$ cat src/rtl/acq_trigger_sampler.sv
// Divided-tick trigger sampler: arm, wait for edge/level trigger, stream samples over valid/ready.
// Optional define ACQ_TIMESTAMP_EN adds sample_time, the tick index since the trigger.
module acq_trigger_sampler #(
    parameter int CHANNELS    = 8,
    parameter int DIV_WIDTH   = 24,
    parameter int COUNT_WIDTH = 16
) (
    input  logic                   system_clock,
    input  logic                   reset_n,
    input  logic [CHANNELS-1:0]    data_in,
    input  logic [DIV_WIDTH-1:0]   divider,
    input  logic [CHANNELS-1:0]    rise_pattern,
    input  logic [CHANNELS-1:0]    fall_pattern,
    input  logic [CHANNELS-1:0]    level_mask,
    input  logic [CHANNELS-1:0]    level_value,
    input  logic                   edge_capture,
    input  logic [COUNT_WIDTH-1:0] post_count,
    input  logic                   arm,
    input  logic                   abort,
    output logic                   armed,
    output logic                   run,
    output logic                   done,
    output logic                   overflow,
    output logic [CHANNELS-1:0]    sample_data,
    output logic                   sample_valid,
    input  logic                   sample_ready
`ifdef ACQ_TIMESTAMP_EN
    ,
    output logic [COUNT_WIDTH-1:0] sample_time
`endif
);

    typedef enum logic [1:0] {
        S_IDLE  = 2'd0,
        S_ARMED = 2'd1,
        S_RUN   = 2'd2,
        S_DONE  = 2'd3
    } state_t;

    state_t                 state_reg;
    logic [DIV_WIDTH-1:0]   div_reg;
    logic [DIV_WIDTH-1:0]   div_cnt_reg;
    logic [CHANNELS-1:0]    rise_reg;
    logic [CHANNELS-1:0]    fall_reg;
    logic [CHANNELS-1:0]    lmask_reg;
    logic [CHANNELS-1:0]    lval_reg;
    logic [CHANNELS-1:0]    prev_reg;
    logic                   ec_reg;
    logic                   first_reg;
    logic [COUNT_WIDTH-1:0] post_reg;
    logic [COUNT_WIDTH-1:0] tick_cnt_reg;

    logic                   active;
    logic                   tick;
    logic                   edge_mode;
    logic                   edge_hit;
    logic                   level_hit;
    logic                   trigger;
    logic [COUNT_WIDTH-1:0] tick_cnt_next;
    logic                   final_tick;
    logic                   run_emit;
    logic                   emit;
    logic                   drop;

    assign armed = (state_reg == S_ARMED);
    assign run   = (state_reg == S_RUN);
    assign done  = (state_reg == S_DONE);

    assign active    = (state_reg == S_ARMED) || (state_reg == S_RUN);
    assign tick      = active && (div_cnt_reg == '0);
    assign edge_mode = |(rise_reg | fall_reg);
    assign edge_hit  = (|(rise_reg & ~prev_reg & data_in)) || (|(fall_reg & prev_reg & ~data_in));
    assign level_hit = (((data_in ^ lval_reg) & lmask_reg) == '0);
    // prev is stale on the first tick after arm, so edges cannot fire there
    assign trigger   = tick && (state_reg == S_ARMED) &&
                       (edge_mode ? (edge_hit && !first_reg) : level_hit);

    assign tick_cnt_next = tick_cnt_reg + 1'b1;
    assign final_tick    = tick && (state_reg == S_RUN) && (post_reg != '0) &&
                           (tick_cnt_next == post_reg);
    assign run_emit      = tick && (state_reg == S_RUN) &&
                           (!ec_reg || (data_in != prev_reg) || final_tick);
    assign emit          = trigger || run_emit;
    assign drop          = emit && sample_valid && !sample_ready;

    always_ff @(posedge system_clock or negedge reset_n) begin
        if (!reset_n) begin
            state_reg    <= S_IDLE;
            div_reg      <= '0;
            div_cnt_reg  <= '0;
            rise_reg     <= '0;
            fall_reg     <= '0;
            lmask_reg    <= '0;
            lval_reg     <= '0;
            prev_reg     <= '0;
            ec_reg       <= 1'b0;
            first_reg    <= 1'b0;
            post_reg     <= '0;
            tick_cnt_reg <= '0;
            overflow     <= 1'b0;
            sample_data  <= '0;
            sample_valid <= 1'b0;
`ifdef ACQ_TIMESTAMP_EN
            sample_time  <= '0;
`endif
        end else if (abort) begin
            state_reg    <= S_IDLE;
            sample_valid <= 1'b0;
        end else begin
            case (state_reg)
                S_IDLE, S_DONE: begin
                    if (arm) begin
                        state_reg    <= S_ARMED;
                        div_reg      <= divider;
                        div_cnt_reg  <= divider;
                        rise_reg     <= rise_pattern;
                        fall_reg     <= fall_pattern;
                        lmask_reg    <= level_mask;
                        lval_reg     <= level_value;
                        ec_reg       <= edge_capture;
                        post_reg     <= post_count;
                        first_reg    <= 1'b1;
                        tick_cnt_reg <= '0;
                        overflow     <= 1'b0;
                    end
                end
                S_ARMED: begin
                    if (trigger) begin
                        state_reg    <= (post_reg == COUNT_WIDTH'(1)) ? S_DONE : S_RUN;
                        tick_cnt_reg <= COUNT_WIDTH'(1);
                    end
                end
                S_RUN: begin
                    if (tick) begin
                        tick_cnt_reg <= tick_cnt_next;
                    end
                    if (final_tick) begin
                        state_reg <= S_DONE;
                    end
                end
                default: state_reg <= S_IDLE;
            endcase

            if (tick) begin
                div_cnt_reg <= div_reg;
                prev_reg    <= data_in;
                first_reg   <= 1'b0;
            end else if (active) begin
                div_cnt_reg <= div_cnt_reg - 1'b1;
            end

            // a same-cycle accept frees the holding register, so the new sample can load
            if (emit && !drop) begin
                sample_data  <= data_in;
                sample_valid <= 1'b1;
`ifdef ACQ_TIMESTAMP_EN
                sample_time  <= trigger ? '0 : tick_cnt_reg;
`endif
            end else if (sample_valid && sample_ready) begin
                sample_valid <= 1'b0;
            end

            if (drop) begin
                overflow <= 1'b1;
            end
        end
    end

endmodule

$ cat config.mk
export PLATFORM = sky130hd
export DESIGN_NAME = acq_trigger_sampler
export DESIGN_NICKNAME = d
export VERILOG_FILES = /design/src/rtl/acq_trigger_sampler.sv
export SDC_FILE = /design/constraint.sdc
export NUM_CORES = 1
export LEC_CHECK = 0
export CAP_MARGIN = 10
export CORE_UTILIZATION = 45
export CTS_CLUSTER_DIAMETER = 150
export CTS_CLUSTER_SIZE = 28
export DETAILED_ROUTE_END_ITERATION = 7
export PLACE_DENSITY = 0.78
export RECOVER_POWER = 100
export REMOVE_ABC_BUFFERS = 1
export SYNTH_ARGS = -nofsm -noshare
export SYNTH_HDL_FRONTEND = slang
export SYNTH_SLANG_ARGS = --single-unit
$ cat constraint.sdc
create_clock -name system_clock -period 6.5 [get_ports system_clock]
set_input_delay 0.975 -clock system_clock [delete_from_list [all_inputs] [get_ports system_clock]]
set_output_delay 0.975 -clock system_clock [all_outputs]
set_load 0.05 [all_outputs]
==> run metrics <==
first-pass GRT wire length 28,200 um; worst r2r src div_cnt_reg[20]; most instantiated cells after synthesis dfrtp_1 (134), mux2_2 (88), nand2_1 (76); antenna viol nets, final 0; Slew @ Worst Pin 2710 ps; largest net degree at the start of global routing 85; drt initial violations around 480; grt total ovfl 0; vias 5,763; PwrDens 418 nW/um2; Area contributors post-synth dfrtp_1 (47%), mux2_2 (14%), nand2_1 (4.0%), xor2_1 (3.5%), nor2_1 (3.3%); WL per Instance 16.7 um; chip height 128 um; CTS tree yes; #FFs+latches synth 134; CORE AREA about 15,000 um2; FFs w/ async S/R, synth 100%; maximum VDD drop 0.229 mV; Remaining DRCs 0; worst min path class register to register; Worst Slack Setup Final 2270 ps; status finished with violations; DR vias/cell between 5 and 6; Layout area overhead 24.0%; ANT cells 0; Gate Count Post-Synth 712; initial antenna violation count 0; CP Data Required Time 6850 ps; hold path startpoint sample_data[3]; Post-synth EDFFs 0; Rel. slew slack -80.7%; Total Nets Final 885; skew final 9.64 ps; max-cap violations 1; clock root cell clkbuf_16; WS Path Type register to register; num rows 45; Hold Path End sample_data[3]; clk_lat worst skew 420 ps; die footprint around 16,000 um2; FF-to-FF path depth 8; final hold viol count 0; Fin Setup TNS 0 ps; io pins between 90 and 100; hold path depth 1; Initial Util 46.7%; number of max-slew violations in the final report 52; CTS Buf Count 17; Finished Core Util slightly below 60%; cts repair resizes 0; Final setup violation count 0; RSZ-0062 raised after global routing no; Die Width about 130 um; CP startpoint kind register; H-tree Lvls 4; Placer Congestion approximately 0.85; port bufs 98; first-pass iteration count of the detailed router 5; top-area cell type share of the netlist area between 40% and 50%; most common cell in the netlist dfrtp_1; failing checks capacitance limit, slew limit; Syn Std Cell Area around 7200 um2; fmax 236 MHz; final worst path period need 4230 ps; CP Capture Type register; CTS max path bufs 2; YS warnings 0; FF-to-FF End tick_cnt_reg[13]; Avg Cell Area, Syn 10.1 um2; count of different cell masters after synthesis 52; post-DP HPWL around 11,000 um; largest area contributor in the netlist dfrtp_1; Fill cells 1,295; register clock-pin slew on the reported worst setup and hold paths 60 ps; Critical Path AT 4580 ps; Final period util 65.1%; final WL 17,000 um; Sink Count 134; share of post-route cells with drive strength above 1 15.8%; CTS Hold Bufs 0; internal reg-to-reg setup slack 2270 ps; vias in the first global route roughly 5,500; ys flop type dfrtp_1; Placement Setup Slack 2540 ps; GRT Total Usage 22.0%; Leak 3.57 nW; number of setup buffers added after CTS 0; CP max FO 18; post-synthesis sequential area ratio 46.7%
## worst max-delay path, stage by stage (launching register included)
cell,delay [ps]
dfrtp_1,400
or4_1,610
or4b_1,480
or4_1,570
or4_1,570
nand3_1,240
nand3_1,490
or4b_1,700
o211ai_1,90
## worst max-delay path by stage
stage                          from               end  slack [ps]  depth (start not counted)
floorplan              state_reg[0]    sample_data[3]        1570                         10
global placement              abort   tick_cnt_reg[9]        2680                          4
detailed placement            abort   tick_cnt_reg[6]        2540                          4
CTS                 div_cnt_reg[20]   tick_cnt_reg[6]        2580                          7
global route        div_cnt_reg[20]  tick_cnt_reg[13]        2050                          8
finish              div_cnt_reg[20]  tick_cnt_reg[13]        2270                          8
## cell usage in the layout, fill, tap and decap left out, drive strengths merged, types with 9 or more instances in the layout
| master | n |
|---|---|
| dfrtp | 134 |
| mux2 | 89 |
| clkdlybuf4s50 | 83 |
| nand2 | 76 |
| nor2 | 63 |
| o21ai | 41 |
| a21oi | 33 |
| xor2 | 29 |
| xnor2 | 26 |
| nor4 | 23 |
| clkbuf | 21 |
| a31oi | 15 |
| nand4 | 14 |
| nor3 | 14 |
| dlygate4sd3 | 14 |
| inv | 12 |
| nand3 | 11 |
| o31ai | 9 |
## power breakdown
part,switching [mW],internal [mW],total [mW]
sequential,0.307,1.16,1.46
combinational,0.606,0.604,1.21
clock,0.386,0.658,1.04
total,1.30,2.42,3.72
## layout make-up
class	instances	area (um2)	area share, %
inverters	8	30.0	0.337
well taps	211	264	2.97
multi-input cells	531	3620	40.7
repair buffers	101	993	11.2
flip-flops and latches	134	3350	37.7
clock inverters	13	194	2.18
clock buffers	19	443	4.98
## routing by layer
layer	GRT usage (%)	part of all wire [%]	wire (um)
met1	29.4	45	7600
met2	35.3	48	8200
met3	5.51	5.8	982
met4	6.99	1.2	211
met5	0	0	0
## cell families (layout without fill, tap and decap cells)
| kind of cell | after synthesis | in the layout | share of synthesized area, % |
|---|---|---|---|
| simple gates | 246 | 246 | 17.2 |
| flops | 134 | 134 | 46.7 |
| compound gates | 129 | 129 | 11.0 |
| mux | 95 | 95 | 14.8 |
| xor+xnor | 55 | 55 | 6.71 |
| buf+inv | 47 | 141 | 2.48 |
| fa+ha+maj | 6 | 6 | 1.05 |
## per-stage QoR
stage	cell area [um2]	cells	hold WS [ps]	power, mW
floorplan	7030	673	466	2.33
global placement	8320	985	488	2.65
detailed placement	8320	985	482	2.69
CTS	8960	1017	504	3.75
global route	8900	1017	512	3.96
finish	8900	1017	502	3.72
Note: power is estimated with default switching activity, not from simulation.
